<file path="src/rtl/c7bbiu_rd_arb.sv">
// c7bbiu_rd_arb: round-robin read-request arbiter in front of the BIU AXI read interface,
// one pending slot and one outstanding read per requester (IFU, LSU, ICU), with watchdog.
module c7bbiu_rd_arb #(
    parameter logic [3:0] RID_IFU = 4'd0,
    parameter logic [3:0] RID_LSU = 4'd1,
    parameter logic [3:0] RID_ICU = 4'd2,
    parameter int         TMO_W   = 10
) (
    input  logic        clk,
    input  logic        reset,
    input  logic        ifu_biu_rd_val,
    input  logic [31:0] ifu_biu_rd_addr,
    output logic        biu_ifu_rd_rdy,
    input  logic        lsu_biu_rd_val,
    input  logic [31:0] lsu_biu_rd_addr,
    input  logic [2:0]  lsu_biu_rd_size,
    output logic        biu_lsu_rd_rdy,
    input  logic        icu_biu_rd_val,
    input  logic [31:0] icu_biu_rd_addr,
    output logic        biu_icu_rd_rdy,
    input  logic        axi_ar_ready,
    output logic        arb_rd_val,
    output logic [3:0]  arb_rd_id,
    output logic [31:0] arb_rd_addr,
    output logic [1:0]  arb_rd_burst,
    output logic [7:0]  arb_rd_len,
    output logic [2:0]  arb_rd_size,
    output logic        arb_rd_lock,
    output logic [3:0]  arb_rd_cache,
    output logic [2:0]  arb_rd_prot,
    input  logic        axi_rdata_ifu_val,
    input  logic        axi_rdata_lsu_val,
    input  logic        axi_rdata_icu_val,
    input  logic        axi_rdata_last,
    output logic        biu_ifu_rd_err,
    output logic        biu_lsu_rd_err,
    output logic        biu_icu_rd_err
);
    logic [2:0]       pend_q, pend_d, outst_q, outst_d;
    logic [2:0]       val, rdy, comp, expire, gnt;
    logic [1:0]       ptr_q, ptr_d, nxt1, nxt2, win;
    logic [31:0]      ifu_addr_q, ifu_addr_d, lsu_addr_q, lsu_addr_d, icu_addr_q, icu_addr_d;
    logic [2:0]       lsu_size_q, lsu_size_d;
    logic [TMO_W-1:0] cnt_q [3];
    logic [TMO_W-1:0] cnt_d [3];
    logic             issue;

    assign val  = {icu_biu_rd_val, lsu_biu_rd_val, ifu_biu_rd_val};
    assign rdy  = ~pend_q & ~outst_q;
    assign comp = outst_q & {axi_rdata_icu_val & axi_rdata_last, axi_rdata_lsu_val, axi_rdata_ifu_val};
    assign {biu_icu_rd_rdy, biu_lsu_rd_rdy, biu_ifu_rd_rdy} = rdy;
    assign {biu_icu_rd_err, biu_lsu_rd_err, biu_ifu_rd_err} = expire;

    // Search one and two places past the last grant; the last grant itself comes last.
    assign nxt1  = (ptr_q == 2'd0) ? 2'd1 : (ptr_q == 2'd1) ? 2'd2 : 2'd0;
    assign nxt2  = (ptr_q == 2'd0) ? 2'd2 : (ptr_q == 2'd1) ? 2'd0 : 2'd1;
    assign win   = pend_q[nxt1] ? nxt1 : pend_q[nxt2] ? nxt2 : ptr_q;
    assign issue = |pend_q & axi_ar_ready;
    assign gnt   = {3{issue}} & {win == 2'd2, win == 2'd1, win == 2'd0};

    assign arb_rd_val   = issue;
    assign arb_rd_id    = gnt[0] ? RID_IFU : gnt[1] ? RID_LSU : gnt[2] ? RID_ICU : 4'd0;
    assign arb_rd_addr  = ({32{gnt[0]}} & ifu_addr_q) | ({32{gnt[1]}} & lsu_addr_q) |
                          ({32{gnt[2]}} & icu_addr_q);
    assign arb_rd_len   = gnt[2] ? 8'd3 : 8'd0;
    assign arb_rd_size  = gnt[1] ? lsu_size_q : (gnt[0] | gnt[2]) ? 3'd3 : 3'd0;
    assign arb_rd_burst = issue ? 2'b01 : 2'b00;
    assign arb_rd_lock  = 1'b0;
    assign arb_rd_cache = 4'b0000;
    assign arb_rd_prot  = (gnt[0] | gnt[2]) ? 3'b100 : 3'b000;

    always_comb begin
        pend_d     = pend_q;
        outst_d    = outst_q;
        expire     = '0;
        ptr_d      = issue ? win : ptr_q;
        ifu_addr_d = (val[0] & rdy[0]) ? ifu_biu_rd_addr : ifu_addr_q;
        lsu_addr_d = (val[1] & rdy[1]) ? lsu_biu_rd_addr : lsu_addr_q;
        lsu_size_d = (val[1] & rdy[1]) ? lsu_biu_rd_size : lsu_size_q;
        icu_addr_d = (val[2] & rdy[2]) ? (icu_biu_rd_addr & 32'hFFFF_FFE0) : icu_addr_q;
        for (int i = 0; i < 3; i++) begin
            // the count names the cycles spent outstanding; reaching all-ones is the timeout
            cnt_d[i]  = outst_q[i] ? cnt_q[i] + 1'b1 : '0;
            expire[i] = outst_q[i] & (&cnt_d[i]) & ~comp[i];
            if (comp[i] | expire[i])
                outst_d[i] = 1'b0;
            if (val[i] & rdy[i])
                pend_d[i] = 1'b1;
            if (gnt[i]) begin
                pend_d[i]  = 1'b0;
                outst_d[i] = 1'b1;
                cnt_d[i]   = '0;
            end
        end
    end

    always_ff @(posedge clk or posedge reset) begin
        if (reset) begin
            pend_q     <= '0;
            outst_q    <= '0;
            ptr_q      <= 2'd2;
            ifu_addr_q <= '0;
            lsu_addr_q <= '0;
            icu_addr_q <= '0;
            lsu_size_q <= '0;
            cnt_q      <= '{default: '0};
        end else begin
            pend_q     <= pend_d;
            outst_q    <= outst_d;
            ptr_q      <= ptr_d;
            ifu_addr_q <= ifu_addr_d;
            lsu_addr_q <= lsu_addr_d;
            icu_addr_q <= icu_addr_d;
            lsu_size_q <= lsu_size_d;
            cnt_q      <= cnt_d;
        end
    end
endmodule

</file>
<file path="config.mk">
export PLATFORM = sky130hd
export DESIGN_NAME = c7bbiu_rd_arb
export DESIGN_NICKNAME = d
export VERILOG_FILES = /design/src/rtl/c7bbiu_rd_arb.sv
export SDC_FILE = /design/constraint.sdc
export NUM_CORES = 1
export LEC_CHECK = 0
export ABC_AREA = 1
export BUFFER_PORTS_ARGS = -buffer_cell sky130_fd_sc_hd__buf_2
export CORE_ASPECT_RATIO = 0.6
export CORE_UTILIZATION = 30
export CTS_BUF_LIST = sky130_fd_sc_hd__clkbuf_8
export CTS_CLUSTER_DIAMETER = 120
export DETAILED_ROUTE_END_ITERATION = 8
export PLACE_DENSITY_LB_ADDON = 0.08
export REMOVE_ABC_BUFFERS = 1
export SETUP_SLACK_MARGIN = 0.5
export SLEW_MARGIN = 5
export SYNTH_ARGS = -nofsm -noshare
export SYNTH_HDL_FRONTEND = slang
export SYNTH_SLANG_ARGS = --single-unit
export TNS_END_PERCENT = 5
</file>
<file path="constraint.sdc">
create_clock -name clk -period 5.8 [get_ports clk]
set_clock_uncertainty 0.15 [all_clocks]
set_input_delay 1.16 -clock clk [delete_from_list [all_inputs] [get_ports clk]]
set_output_delay 1.16 -clock clk [all_outputs]
set_load 0.02 [all_outputs]
</file>
### Yosys cells after proc, flatten, opt, wreduce, memory -nomap -nowiden

Cells that the tools add are included.

| word-level totals | value |
|---|---|
| input bits | 109 |
| latch bits | 0 |
| memory bits (writable) | 0 |
| word-level logic and storage cells | 98 |
| memories | 0 |
| bits in registers | 132 |
| ROM bits | 0 |
| output and inout port bits | 64 |

| operators by class | value |
|---|---|
| eq/ne operators | 3 |
| order comparisons | 2 |
| mux-type cells | 36 |
| $mul | 0 |
| bitwise operators | 28 |
| $add $sub $neg | 3 |
| div/mod/pow operators | 0 |
| reductions and logical operators | 12 |
| shift operators | 0 |

Operator list:

| kind | count |
|---|---|
| $and A32 B32 Y32 | 3 |
| $or A32 B32 Y32 | 2 |
| $mux W10 | 6 |
| $add A10 B1 Y10 const B | 3 |
| $reduce_and A10 Y1 | 3 |
| $mux W2 | 10 |
| $mux W1 | 16 |
| $reduce_bool A2 Y1 | 6 |
| $and A1 B1 Y1 | 11 |
| $and A3 B3 Y3 | 3 |
| $lt A2 B3 Y1 const B | 2 |
| $mux W3 | 2 |
| $not A3 Y3 | 2 |
| $bmux W1 S2 | 2 |
| $eq A2 B1 Y1 const B | 2 |
| $logic_not A2 Y1 | 2 |
| $or A1 B1 Y1 | 4 |
| $not A1 Y1 | 3 |
| $reduce_or A3 Y1 | 1 |
| $eq A2 B2 Y1 const B | 1 |

### Longest topological paths before layout

Gate-level depths: netlist (run 1).

| depth | value |
|---|---|
| depth in word-level cells | 12 |
| depth in mapped cells | 12 |
| mapped depth without buffers | 11 |

### Least setup slack after synthesis (run 1)

OpenSTA, ideal clock, no wires.

| path | value |
|---|---|
| path type | input -> output |
| start | in axi_ar_ready |
| end | out arb_rd_addr[0] |
| setup slack | 2.067 ns |
| buffers on the path | 0 |
| data required time | 4.490 ns |
| cell stages on the path | 6 |
| data arrival time | 2.423 ns |
| path through | o31ai_2 > inv_1 > nand3_2 > inv_2 > nand2_2 > o21ai_0 |

| between the ends | value |
|---|---|
| cells in the longest elaborated chain, start to end | 5 |
| elaborated cells on any way between the ends | 7 |
| those cells by class | bitwise: 7 |

RTL lines:

| item | line | RTL |
|---|---|---|
| start: declaration | 21 | `input logic axi_ar_ready,` |
| $and A1 B1 Y1 (*) | 58 | `assign issue = \|pend_q & axi_ar_ready;` |
| net arb_rd_val | 22 | `output logic arb_rd_val,` |
| $and A3 B3 Y3 (*) | 59 | `assign gnt = {3{issue}} & {win == 2'd2, win == 2'd1, win == 2'd0};` |
| $and A32 B32 Y32 | 63 | `assign arb_rd_addr = ({32{gnt[0]}} & ifu_addr_q) \| ({32{gnt[1]}} & lsu_addr_q) \|` |
| $or A32 B32 Y32 | 63 |  |
| $or A32 B32 Y32 (*) | 63 |  |
| end: declaration | 24 | `output logic [31:0] arb_rd_addr,` |

The timed path passes the listed nets; every way through them passes the cells marked *.

### Worst setup path after layout (run 1)

| path | value |
|---|---|
| start | in axi_ar_ready |
| end | out arb_rd_addr[22] |

| between the ends | value |
|---|---|
| cells in the longest elaborated chain, start to end | 5 |
| elaborated cells on any way between the ends | 7 |
| those cells by class | bitwise: 7 |

RTL lines:

| item | line |
|---|---|
| $and A1 B1 Y1 (*) | 58 |
| $and A3 B3 Y3 (*) | 59 |
| $and A32 B32 Y32 | 63 |
| $or A32 B32 Y32 | 63 |
| $or A32 B32 Y32 (*) | 63 |

Every way passes the cells marked *; elsewhere a longest branch is shown, timed or not.

==> results of run 1 <==
## cells in the final DEF (no fill, tap or decap), types with 6 or more instances in the layout
cell type                  synthesis  final
sky130_fd_sc_hd__nand2_1         326    325
sky130_fd_sc_hd__buf_2             9    151
sky130_fd_sc_hd__dfrtp_1         131    131
sky130_fd_sc_hd__inv_1            63     64
sky130_fd_sc_hd__nor2_1           49     49
sky130_fd_sc_hd__nand3_1          49     49
sky130_fd_sc_hd__mux2_2           34     34
sky130_fd_sc_hd__clkbuf_8          0     21
sky130_fd_sc_hd__conb_1            1     16
sky130_fd_sc_hd__nand2_2          14     15
sky130_fd_sc_hd__o21ai_0          14     14
sky130_fd_sc_hd__a21oi_1          12     12
sky130_fd_sc_hd__nand3_2          11     11
sky130_fd_sc_hd__buf_4            20      7
sky130_fd_sc_hd__nor3_1            6      6
## flip-flops by register name, summed over array words and instances (netlist names)
name,flops
cnt_q,30
outst_q,3
lsu_size_q,3
lsu_addr_q,32
icu_addr_q,27
ptr_q,2
pend_q,3
ifu_addr_q,32
## kinds of logic (layout without fill, tap and decap cells)
family	after synthesis	count (layout)	share of synthesized area
AOI/OAI and AO/OA	32	32	0.02692
xor gates and xnor gates	3	3	0.004039
adders and majority gates	3	3	0.005770
buffers and inverters	113	257	0.08904
DFF	132	132	0.5079
muxes	34	34	0.05885
other	1	18	0.0005764
and+or+nand+nor	471	471	0.3069
## per-layer routing
metal | up-vias | track usage
met3 | 13 | 0.05663
met1 | 2341 | 0.2474
met4 | 4 | 0.04252
li1 | 2709 | -
met5 | - | 0
met2 | 123 | 0.2329
## area by class of cell
class | count | area, µm² | share of cell area
clock buffer | 21 | 289.0 | 0.03671
sequential | 132 | 3304 | 0.4197
timing repair buffer | 158 | 808.3 | 0.1027
inverter | 67 | 256.5 | 0.03258
multi-input combinational | 559 | 2681 | 0.3405
antenna | 2 | 5.005 | 0.0006356
tap | 279 | 349.1 | 0.04434
clock inverter | 11 | 180.2 | 0.02288
## worst paths after layout
path,start,to,slack [ns],cells past startpoint
min reg2reg,ifu_addr_q[27]$_DFFE_PP0P_,ifu_addr_q[27]$_DFFE_PP0P_,0.33,2
min in group asynchronous,reset,lsu_addr_q[27]$_DFFE_PP0P_,0.72,2
min,ifu_addr_q[27]$_DFFE_PP0P_,ifu_addr_q[27]$_DFFE_PP0P_,0.33,2
max reg2reg,outst_q[2]$_DFFE_PP0P_,pend_q[2]$_DFFE_PP0P_,2.90,6
max,axi_ar_ready,arb_rd_addr[22],1.55,9
max in group asynchronous,reset,ptr_q[1]$_DFFE_PP1P_,3.64,3
## critical path, delay by kind of cell
kind,cells,cell delay [ns]
AOI/OAI and AO/OA,1,0.09
and+or+nand+nor,4,0.89
buffers and inverters,4,0.78
## stage by stage
stage / worst slack [ns] / utilization / power, mW / hold WS, ns
floorplan: 0.9656 / - / 2.675 / 0.2992
global placement: 1.501 / 0.3501 / 3.331 / 0.3157
detailed placement: 1.485 / 0.3501 / 3.323 / 0.3150
CTS: 1.474 / 0.3723 / 4.275 / 0.3345
global route: 1.284 / 0.3723 / 4.545 / 0.3521
finish: 1.546 / 0.3725 / 4.192 / 0.3322
## synthesized netlist by cell type (all sizes together)
cell type    n
nand2      340
dfrtp      131
inv         66
nand3       60
nor2        54
buf         37
mux2        34
o21ai       15
a21oi       12
clkbuf       9
nor3         7
nand4        4
or2          4
ha           3
xor2         3
a31oi        2
nand3b       2
o21bai       2
clkinv       1
conb         1
dfstp        1
o31ai        1
## power by group through the flow
stage	clock, mW	combinational, mW	sequential, mW
after floorplan	0	1.21	1.46
after global placement	0	1.81	1.52
after detailed placement	0	1.81	1.52
after CTS	0.959	1.81	1.50
after global routing	0.994	2.00	1.55
final	0.924	1.76	1.50
==> impl_summary.txt, run 1 <==
----------------------------------------------------
[Worst setup path]
  Maximum fanout encountered on the critical timing path ... 17
  Cell breakdown of the critical path ... buf_2 > o31ai_2 > inv_1 > nand3_2 > nor2_4 > buf_4 > nand2_1 > nand3_1 > buf_2
  Required time at the worst-slack endpoint ... between 4 and 5 ns
  Worst path slowest cell ... sky130_fd_sc_hd__nor2_4
  Cell mode on critical path ... sky130_fd_sc_hd__buf_2
  Type of element launching the critical path ... primary input
  Critical path start-end classification ... primary input to output pin
  Crit path largest cell delay ... approximately 0.52 ns
  Worst endpoint data arrival time ... roughly 2.9 ns
  CP Capture Type ... output pin

[Finish]
  Layout cells sized above 1 ... 0.2774
  Non-filler cells in the finished layout ... roughly 1,200
  Area of all placed cells without fillers ... between 7000 and 8000 µm²
  Area growth from synthesis to layout ... 21.02%
  Filler cell count ... 2,255
  Final-stage net count ... approximately 1,000

[Power]
  Net load switching power ... roughly 1.8 mW
  Part of the power in registers ... 0.359
  Pwr/cell area ... approximately 530 nW/µm²
  Power share of the clock group ... 0.220
  Proportion of power drawn by combinational gates ... 0.421
  Internal power summed over all cells ... approximately 2.4 mW
  Standby leakage power ... between 4 and 5 nW
  Switching fraction of total power ... 0.4190
  Worst VDD drop ... 0.0002231 V

[Clock tree]
  Clock net sink count ... 132
  Clock slew seen by the registers of the worst setup and hold paths ... roughly 0.070 ns
  Deepest level of the CTS H-tree ... 4
  Number of buffers added for setup after CTS ... 0
  Clock Latency Late Sink ... about 0.44 ns
  Count of hold-fix buffers inserted at cts ... 0
  Root buffer selected by CTS ... sky130_fd_sc_hd__clkbuf_8
  Number of gates resized after CTS ... 0
  Number of CTS-inserted buffers ... 17
  TritonCTS clock tree ... built
  Worst-case clock buffer depth ... 2

[Floorplan]
  Ports placed on the boundary ... 173
  Die boundary width ... slightly below 200 µm
  Die span in y ... ~120 µm
  Core region area ... roughly 21,000 µm²
  Core Rows ... slightly above 40
  Die Area ... around 22,000 µm²
  Initial Util ... 0.3078

[Placement]
  Routability congestion estimate from global placement ... between 0.7 and 0.8
  Port Buf Inserts ... 151
  Post-detailed-placement half-perimeter wirelength ... 11.34 mm
  Standard cell area after detailed placement ... roughly 7400 µm²
  Placed cell count ... about 1,200

[Synthesis]
  Yosys top cell area share ... 0.5038
  Synthesized instance count ... ~790
  Mapped cell area ... about 6500 µm²
  Cell accounting for the most synthesized area ... sky130_fd_sc_hd__dfrtp_1
  YS warnings ... 0
  Synth top area cells ... sky130_fd_sc_hd__dfrtp_1 50%, sky130_fd_sc_hd__nand2_1 19%, sky130_fd_sc_hd__mux2_2 5.9%
  Number of distinct library cells after synthesis ... 33
  Sequential element share of the synthesized area ... 0.5079
  Mean area per synthesized cell ... a little over 8 µm²
  Register bit count reported by yosys ... between 100 and 150

[Route]
  Routed wl met3 ... roughly 1.1 mm
  Wire length after detailed routing ... about 17 mm
  Post-detailed-route DRC marker count ... 0
  Count of antenna-violating nets left after detailed routing ... 0
  Routed length on met2 ... a little under 7 mm
  Routed len/inst ... 14.21 µm
  Routed length on met1 ... around 9.3 mm
  Overall via count from detail_route ... 5,190
  Drt initial violations ... roughly 310
  Via density per instance ... between 4 and 5
  Highest signal layer in the routed design ... met5
  TritonRoute pass-1 iters ... 4

[STA]
  Setup violation total in the final timing report ... 0
  Max-slew violation total from the final report ... 0
  Slew at the pin with the worst max-slew slack ... ~1.0 ns
  Setup TNS ... 0 ns
  Total count of hold-check failures in the final report ... 0
  Ratio of final minimum period to clock period ... 0.7334
  RSZ-0062 raised after global routing ... no
  Final worst path period need ... 4.254 ns
  Normalized max-slew margin ... 0.3027
  Achievable Freq ... 0.2351 GHz

[Min path]
  Kind of path behind the tightest hold check ... register to register

[Global route]
  Initial antenna violation count ... 4
  Maximum number of pins on one net before global-route repair ... 93
  GRT Util Overall ... 0.1681
  Via count of the first global-routing pass ... about 5,200
  First-pass GRT wire length ... 27.97 mm
  Aggregate global routing overflow ... 0

[Job]
  Max-cap viol count ... 0

[Run status]
  Outcome ... finished, final reports clean

----------------------------------------------------
(Power assumes the default switching activity.)
==> run 2: changes to the inputs <==
Clock period 5.8 ns to 4.4 ns, I/O delays scaled along.
==> run 2 against run 1 <==
Net effect: final area increased by 0.86%; combinational power increased by 35%; utilization rose by 0.32 points; via count is 2.5% higher; global-route usage up 0.38 points; critical path depth is 4 higher; die area unchanged; worst hold slack gained 0.00060 ns; sequential power increased by 32%; register-to-register slack worse by 0.81 ns; sequential share of layout area down 0.36 points; critical path type is now register to output pin; largest cell class unchanged; largest power group unchanged.
==> impl_summary.txt, run 2 (synthesized netlist as in run 1, its figures left out) <==
----------------------------------------------------
[Clock tree]
  Count of hold-fix buffers inserted at cts ... 0
  Root buffer selected by CTS ... sky130_fd_sc_hd__clkbuf_8
  Clock net sink count ... about 130
  Worst-case clock buffer depth ... 2
  Deepest level of the CTS H-tree ... 4
  Clock Latency Late Sink ... roughly 0.45 ns
  Number of gates resized after CTS ... 0
  Number of buffers added for setup after CTS ... 0
  TritonCTS clock tree ... built
  Number of CTS-inserted buffers ... 17
  Clock slew seen by the registers of the worst setup and hold paths ... 0.08 ns

[Placement]
  Port Buf Inserts ... 151
  Post-detailed-placement half-perimeter wirelength ... 11.60 mm
  Routability congestion estimate from global placement ... just under 0.8
  Standard cell area after detailed placement ... approximately 7500 µm²

[Floorplan]
  Core Rows ... 41
  Core region area ... 21,140 µm²
  Die Area ... around 22,000 µm²
  Ports placed on the boundary ... approximately 170
  Initial Util ... 0.3078
  Die span in y ... 116.1 µm
  Die boundary width ... approximately 190 µm

[Finish]
  Final core utilization ... 0.3757
  Area growth from synthesis to layout ... 22.06%
  Most frequent cells in the layout ... 325 x sky130_fd_sc_hd__nand2_1, 151 x sky130_fd_sc_hd__buf_2, 131 x sky130_fd_sc_hd__dfrtp_1
  Top flop regs ... ifu_addr_q x32, lsu_addr_q x32, cnt_q x30
  Final-stage net count ... ~1,100
  Layout cells sized above 1 ... 0.2797
  Most frequent standard cell in the layout excluding fill and tap cells ... sky130_fd_sc_hd__nand2_1
  Area of all placed cells without fillers ... 7941 µm²
  Antenna Diode Count ... 0

[Power]
  Internal power summed over all cells ... 3.269 mW
  Switching fraction of total power ... 0.4177
  Net load switching power ... ~2.3 mW
  Power share of the clock group ... 0.222
  Part of the power in registers ... 0.354
  Standby leakage power ... about 4.3 nW
  Pwr/cell area ... 706.9 nW/µm²
  Proportion of power drawn by combinational gates ... 0.424
  Worst VDD drop ... between 0.0002 and 0.0003 V

[Worst setup path]
  Type of element launching the critical path ... register
  FF-to-FF Start ... outst_q[0]$_DFFE_PP0P_
  R2R cell count ... 6
  Worst endpoint data arrival time ... between 2 and 3 ns
  Required time at the worst-slack endpoint ... between 3 and 4 ns
  Critical path start-end classification ... register to output pin
  Reg2reg setup slack ... between 2 and 2.5 ns
  CP Capture Type ... output pin
  Worst reg2reg path endpoint ... ifu_addr_q[0]$_DFFE_PP0P_
  Maximum fanout encountered on the critical timing path ... 13

[Min path]
  Startpoint of the tightest hold check path ... ifu_addr_q[6]$_DFFE_PP0P_
  Kind of path behind the tightest hold check ... register to register
  Hold Path Sink ... ifu_addr_q[6]$_DFFE_PP0P_
  Hold depth ... 2

[Run status]
  Outcome ... finished, final reports clean

[STA]
  WHS ... approximately 0.33 ns
  Normalized max-slew margin ... 0.2708
  Final worst path period need ... between 3 and 4 ns
  Slew at the pin with the worst max-slew slack ... about 1.1 ns
  Total count of hold-check failures in the final report ... 0
  Ratio of final minimum period to clock period ... 0.8168
  Max-slew violation total from the final report ... 0
  Setup TNS ... 0 ns
  RSZ-0062 raised after global routing ... no
  Achievable Freq ... about 0.28 GHz
  Setup violation total in the final timing report ... 0

[Route]
  Overall via count from detail_route ... ~5,300
  Routed wl met3 ... around 1.2 mm
  Wire length after detailed routing ... approximately 18 mm
  Post-detailed-route DRC marker count ... 0
  Routed length on met2 ... 6.879 mm
  Highest signal layer in the routed design ... met5
  TritonRoute pass-1 iters ... 5
  Via density per instance ... 4.327
  Drt initial violations ... about 240
  Count of antenna-violating nets left after detailed routing ... 0
  Routed len/inst ... approximately 14 µm
  Routed length on met1 ... around 9.3 mm

[Global route]
  Maximum number of pins on one net before global-route repair ... 68
  GRT Util Overall ... 0.1719
  First-pass GRT wire length ... around 29 mm
  Aggregate global routing overflow ... 0
  Initial antenna violation count ... 6
  Via count of the first global-routing pass ... 5,366

[Job]
  Max-cap viol count ... 0

----------------------------------------------------
-- run 2: changes by cell type in the layout (fill, tap and decap cells not counted), sizes merged --
cell / delta
inv: +1
bufinv: +1
diode: -2
buf: +3
clkinvlp: +1
clkbuf: -3
-- run 2: final cells by class --
type,count,area (µm²)
clock buffer,18,247.7
clock inverter,14,234.0
multi-input combinational,559,2681
inverter,67,256.5
sequential,132,3304
timing repair buffer,161,868.3
tap,279,349.1
fill,2295,13190
-- run 2: metal layers --
metal	vias to the layer above	global-route usage
li1	2723	-
met1	2455	0.2493
met2	120	0.2422
met3	16	0.05845
met4	8	0.04304
met5	-	0
-- run 2: critical path, stage by stage (launching register included) --
cell and delay (ns):
sky130_fd_sc_hd__dfrtp_1 0.40, sky130_fd_sc_hd__nor2_2 0.17, sky130_fd_sc_hd__nand2_2 0.10, sky130_fd_sc_hd__nand2_1 0.08
sky130_fd_sc_hd__nor2_2 0.04, sky130_fd_sc_hd__nand2_1 0.07, sky130_fd_sc_hd__nand2_2 0.09, sky130_fd_sc_hd__nor2_2 0.20
sky130_fd_sc_hd__nand2_2 0.11, sky130_fd_sc_hd__inv_2 0.24, sky130_fd_sc_hd__buf_4 0.28, sky130_fd_sc_hd__nand2_1 0.07
sky130_fd_sc_hd__nand3_1 0.09, sky130_fd_sc_hd__buf_2 0.18
-- run 2: power groups by stage --
stage | Combinational, mW | Clock, mW | Sequential [mW]
CTS | 2.44 | 1.30 | 1.98
global placement | 2.44 | 0 | 2.01
global route | 2.70 | 1.35 | 2.05
finish | 2.38 | 1.25 | 1.98
floorplan | 1.60 | 0 | 1.93
detailed placement | 2.44 | 0 | 2.00
-- run 2: worst max-delay path by stage --
stage                               startpoint                 end  slack, ns
after global routing      ptr_q[0]$_DFFE_PP0P_     arb_rd_addr[24]       0.52
final                     ptr_q[0]$_DFFE_PP0P_     arb_rd_addr[24]       0.81
after CTS                 ptr_q[0]$_DFFE_PP0P_     arb_rd_addr[24]       0.74
after global placement            axi_ar_ready     arb_rd_addr[10]       1.02
after floorplan                          reset  cnt_q[0]$_DFF_PP0_      -0.15
after detailed placement          axi_ar_ready     arb_rd_addr[10]        1.0
-- run 2: stage by stage --
step	std cells	setup WS, ns	total power [mW]
final	1230	0.8061	5.614
after global placement	1198	1.018	4.446
after global routing	1230	0.5215	6.107
after detailed placement	1198	0.9986	4.441
after CTS	1230	0.7376	5.726
after floorplan	758	-0.1544	3.526
